==> config.mk <==
export PLATFORM = sky130hd
export DESIGN_NAME = csa_accum_seq
export DESIGN_NICKNAME = d
export VERILOG_FILES = /design/src/rtl/csa_accum_seq.sv
export SDC_FILE = /design/constraint.sdc
export NUM_CORES = 1
export LEC_CHECK = 0
export ABC_CLOCK_PERIOD_IN_PS = 4800
export CORE_MARGIN = 2
export CORE_UTILIZATION = 25
export CTS_CLUSTER_SIZE = 16
export DETAILED_ROUTE_END_ITERATION = 12
export PLACE_DENSITY = 0.42
export SYNTH_ARGS = -nofsm -noshare
export SYNTH_HDL_FRONTEND = slang
export SYNTH_SLANG_ARGS = --single-unit
export TNS_END_PERCENT = 5
==> constraint.sdc <==
create_clock -name CLK -period 4.8 [get_ports CLK]
set_input_delay 1.44 -clock CLK [delete_from_list [all_inputs] [get_ports CLK]]
set_output_delay 1.44 -clock CLK [all_outputs]
set_load 0.02 [all_outputs]
==> src/rtl/csa_accum_seq.sv <==
// ----------------------------------------------------------------------------
// csa_accum_seq
//   Sequential multi-operand adder. Operands arrive one per cycle over a
//   valid/ready stream and are folded into redundant sum/carry registers by a
//   3:2 carry-save stage, so no carry propagates while accumulating. After
//   the last operand a single ripple add resolves S+C into the final sum,
//   which is then held on a valid/ready result port.
//
// Ports:
//   CLK        clock, rising edge
//   RST_N      asynchronous active-low reset
//   START      begin a run (only looked at in IDLE)
//   NUM_OPS    operand count for the run, clamped to MAX_OPS
//   OP_VALID   operand present on OP_DATA
//   OP_DATA    unsigned operand, zero-extended to ACC_W
//   OP_READY   operand accepted when OP_VALID & OP_READY
//   RES_VALID  result available on RES_DATA
//   RES_DATA   final sum (ACC_W bits, cannot overflow for legal runs)
//   RES_READY  consumer takes the result
//   BUSY       high whenever not IDLE
// ----------------------------------------------------------------------------
module csa_accum_seq #(
    parameter int  WIDTH   = 32,
    parameter int  MAX_OPS = 16,
    localparam int CNT_W   = $clog2(MAX_OPS + 1),
    localparam int ACC_W   = WIDTH + $clog2(MAX_OPS)
) (
    input  logic             CLK,
    input  logic             RST_N,
    input  logic             START,
    input  logic [CNT_W-1:0] NUM_OPS,
    input  logic             OP_VALID,
    input  logic [WIDTH-1:0] OP_DATA,
    output logic             OP_READY,
    output logic             RES_VALID,
    output logic [ACC_W-1:0] RES_DATA,
    input  logic             RES_READY,
    output logic             BUSY
);

    typedef enum logic [1:0] {
        ST_IDLE,
        ST_ACCUM,
        ST_RESOLVE,
        ST_DONE
    } state_t;

    state_t           r_state;
    state_t           w_state_nxt;

    logic [ACC_W-1:0] r_s;
    logic [ACC_W-1:0] r_c;
    logic [ACC_W-1:0] r_res;
    logic [CNT_W-1:0] r_cnt;
    logic [CNT_W-1:0] r_target;

    logic [ACC_W-1:0] w_x;
    logic [ACC_W-1:0] w_maj;
    logic [CNT_W-1:0] w_target_clamp;
    logic [CNT_W-1:0] w_cnt_inc;
    logic             w_op_hs;

    assign w_target_clamp = (NUM_OPS > CNT_W'(MAX_OPS)) ? CNT_W'(MAX_OPS) : NUM_OPS;
    assign w_cnt_inc      = r_cnt + CNT_W'(1);
    // OP_READY is a pure decode of ACCUM, so the handshake needs only the state
    assign w_op_hs        = OP_VALID && (r_state == ST_ACCUM);

    // 3:2 compressor: sum bit is the XOR, carry is the majority moved up one bit
    assign w_x   = ACC_W'(OP_DATA);
    assign w_maj = (r_s & r_c) | (r_s & w_x) | (r_c & w_x);

    // State register
    always_ff @(posedge CLK or negedge RST_N) begin
        if (!RST_N) begin
            r_state <= ST_IDLE;
        end else begin
            r_state <= w_state_nxt;
        end
    end

    // Next-state logic
    always_comb begin
        w_state_nxt = r_state;
        case (r_state)
            ST_IDLE: begin
                if (START) begin
                    w_state_nxt = (w_target_clamp != '0) ? ST_ACCUM : ST_RESOLVE;
                end
            end
            ST_ACCUM: begin
                if (w_op_hs && (w_cnt_inc == r_target)) begin
                    w_state_nxt = ST_RESOLVE;
                end
            end
            ST_RESOLVE: begin
                w_state_nxt = ST_DONE;
            end
            ST_DONE: begin
                if (RES_READY) begin
                    w_state_nxt = ST_IDLE;
                end
            end
            default: begin
                w_state_nxt = ST_IDLE;
            end
        endcase
    end

    // Output decode (state only, no input-to-output paths)
    always_comb begin
        OP_READY  = (r_state == ST_ACCUM);
        RES_VALID = (r_state == ST_DONE);
        BUSY      = (r_state != ST_IDLE);
    end

    assign RES_DATA = r_res;

    // Datapath: redundant accumulator, operand count and resolved result
    always_ff @(posedge CLK or negedge RST_N) begin
        if (!RST_N) begin
            r_s      <= '0;
            r_c      <= '0;
            r_cnt    <= '0;
            r_target <= '0;
            r_res    <= '0;
        end else begin
            case (r_state)
                ST_IDLE: begin
                    if (START) begin
                        r_target <= w_target_clamp;
                        r_s      <= '0;
                        r_c      <= '0;
                        r_cnt    <= '0;
                    end
                end
                ST_ACCUM: begin
                    if (w_op_hs) begin
                        r_s   <= r_s ^ r_c ^ w_x;
                        // MSB carry-out is dropped; it is zero for legal runs
                        r_c   <= w_maj << 1;
                        r_cnt <= w_cnt_inc;
                    end
                end
                ST_RESOLVE: begin
                    r_res <= r_s + r_c;
                end
                default: begin
                end
            endcase
        end
    end

endmodule
==> run_results.csv <==
group,metric,value,unit
run_status,status,"completed",
placement,portBuffers,80,
route,drt_iter0_drc,347,
global_routing,first_global_vias,5579,
global_routing,grt.overflow.total,0,
route,wl_per_cell,16.9,um
global_routing,grt.total_usage,13.5,%
timing,fin_crit,3580,ps
die,initial_core_util,25.3,%
finish,antenna_cells,0,
clocking,clockBufferDepth,2,
finish,drive_gt1_share,8.68,%
global_routing,grt_antenna_before_repair,0,
pwr,ir_worst_vdd,0.325,mV
clocking,htreeDepth,4,
die,fp.dieW,174,um
yosys,synth_nets,801,
hold_path,hold_path_class,"reg -> reg",
yosys,synthArstFlopShare,100,%
yosys,syn_avg_cell_area,10.5,um^2
critical_path,path_cells,"inv_1 > ha_1 > clkdlybuf4s50_1",
die,coreArea,28500,um^2
critical_path,startpoint_type,"register",
die,num_rows,62,
clocking,ctsResizeCount,0,
yosys,synth_edf_count,0,
global_routing,grt_pass1_wl,32.2,mm
placement,hpwl,13.8,mm
timing,fin_skew,9.58,ps
clocking,path_clk_slew,60,ps
yosys,yosys_warnings,0,
critical_path,worstSetupPathType,"reg -> out",
finish,postLayoutCellArea,9050,um^2
timing,min_period_over_period,74.5,%
die,die_area,30300,um^2
run,drv_cap,0,
placement,place_congestion,0.737,
clocking,cts_root_buf,"clkbuf_16",
die,die_h,174,um
yosys,synth_cells,686,
clocking,cts_setup_buffers,0,
timing,finalSetupViolCount,0,
critical_path,end_kind,"primary output",
timing,fmax,0.280,GHz
route,dr.pass1.iters,4,
timing,setup_tns,0,ps
yosys,ys.flop_type,"dfrtp_1",
finish,num-nets-final,874,
timing,max_slew_margin,34.4,%
clocking,numCtsBuffers,17,
critical_path,crit_path_max_fanout,13,
timing,slew_violations,0,
yosys,yosysSeqAreaShare,41.2,%
timing,worstMarginPinSlew,983,ps
timing,hold_viol,0,
clocking,cts_hold_buf,0,
clocking,clock_sinks,119,
finish,syn_to_final_growth,25.3,%
route,viasPerCell,4.79,
critical_path,worstPathRequired,3360,ps
route,vias,5533,
pwr,leakage,4.10,nW
route,drc,0,
critical_path,cp_slowest_cell,"clkdlybuf4s50_1",
timing,rsz0062_at_grt,"no",
finish,utilization,31.7,%
route,wl,19.5,mm
critical_path,slowest_delay,700,ps
clocking,clk_latency,420,ps
die,ioPinCount,81,
yosys,synth_cell_types,58,
placement,placed_cell_area,8480,um^2
route,detail-route-antenna-nets,0,
critical_path,worstPathArrival,2140,ps
yosys,syn_area,7230,um^2
timing,whs,486,ps
global_routing,grt_max_degree,70,
clocking,cts_tree,"yes",
pwr,power.density,575,nW/um^2
yosys,ys_seq_elements,119,
## cell usage in the layout, fill, tap and decap left out, types with 15 or more instances in the layout
master,instances
nor2_1,34
nand3_1,19
clkdlybuf4s50_1,79
inv_1,15
xnor2_1,17
clkbuf_16,17
fa_1,32
ha_1,40
mux2_2,21
nand2_1,68
o21ai_0,43
dfrtp_1,119
a21oi_1,37
a22o_1,63
a21o_1,17
## cells in the mapped netlist (all sizes together) (4+ instances only)
cell | instances | area share [%]
inv | 15 | 0.78
o21a | 7 | 0.73
xor2 | 10 | 1.2
mux2 | 21 | 3.3
o311ai | 5 | 0.61
a21oi | 37 | 2.6
a22o | 63 | 7.6
o21ai | 43 | 3.0
nand3b | 5 | 0.52
and2 | 4 | 0.35
nand3 | 19 | 1.3
o211ai | 4 | 0.42
a21o | 17 | 1.8
a211oi | 7 | 0.73
a211o | 6 | 0.73
a22oi | 4 | 0.42
clkbuf | 24 | 1.3
xnor2 | 17 | 2.1
buf | 8 | 0.45
and3 | 4 | 0.35
dfrtp | 119 | 41
o31ai | 5 | 0.52
fa | 32 | 8.9
ha | 41 | 7.1
nand2b | 14 | 1.2
nor2 | 34 | 1.8
nand2 | 69 | 3.6
nor3 | 10 | 0.69
nand4 | 7 | 0.61
## report_power, final
part	internal, mW	switching (mW)
sequential	1.33	0.302
combinational	0.993	1.32
clock	0.775	0.494
total	3.09	2.11
## sequential cells by signal, indices dropped and copies added (netlist names)
register,flops
RES_DATA,36
r_c,35
r_cnt,5
r_s,36
r_state,2
r_target,5
## worst paths after layout
| check | startpoint | endpoint | slack, ps | cells after the start |
|---|---|---|---|---|
| worst max-delay path | r_state[1]$_DFFE_PN0P_ | OP_READY | 1220 | 3 |
| worst min-delay path | r_c[32]$_DFFE_PN0P_ | r_c[32]$_DFFE_PN0P_ | 490 | 2 |
| worst max register to register | r_s[2]$_DFFE_PN0P_ | RES_DATA[18]$_DFFE_PN0P_ | 1790 | 8 |
| worst min register to register | r_c[32]$_DFFE_PN0P_ | r_c[32]$_DFFE_PN0P_ | 490 | 2 |
| max in group asynchronous | RST_N | RES_DATA[34]$_DFFE_PN0P_ | 2890 | 2 |
| min in group asynchronous | RST_N | r_s[28]$_DFFE_PN0P_ | 1070 | 1 |
## final cells by class
class                           count  area, um^2
Fill cell                        2969       19500
Inverter                           15        56.3
Sequential cell                   119        2980
Multi-Input combinational cell    520        4080
Timing Repair Buffer               86         881
Tap cell                          384         480
Clock inverter                     12         129
Clock buffer                       20         447
## layer usage
metal / up-vias / GRT usage, % / share of wire (%)
met5: - / 0 / 0
met3: 12 / 2.95 / 3.4
met4: 0 / 3.57 / 0.91
li1: 2680 / - / -
met2: 101 / 20.2 / 44
met1: 2740 / 19.7 / 51
## through the flow
stage	setup slack (ps)	power [mW]	cells
2_1_floorplan	2230	3.14	686
3_3_place_gp	1370	3.98	1124
3_5_place_dp	1350	3.98	1124
4_1_cts	1170	5.30	1156
5_1_grt	1070	5.64	1156
6_report	1220	5.21	1156
## cells by family after synthesis
group	Yosys count	share of synthesized area, %
muxes	21	3.27
adders and majority gates	73	16.0
DFF	119	41.2
AOI/OAI and AO/OA	221	22.2
xor gates and xnor gates	27	3.27
and+or+nand+nor	178	11.5
buffers and inverters	47	2.49
## critical path, delay by kind of cell (launching register included)
kind	cells	cell delay [ps]
adder cells (fa/ha/maj)	1	490
flip-flops	1	400
buffers and inverters	2	820
(Power assumes the default switching activity.)
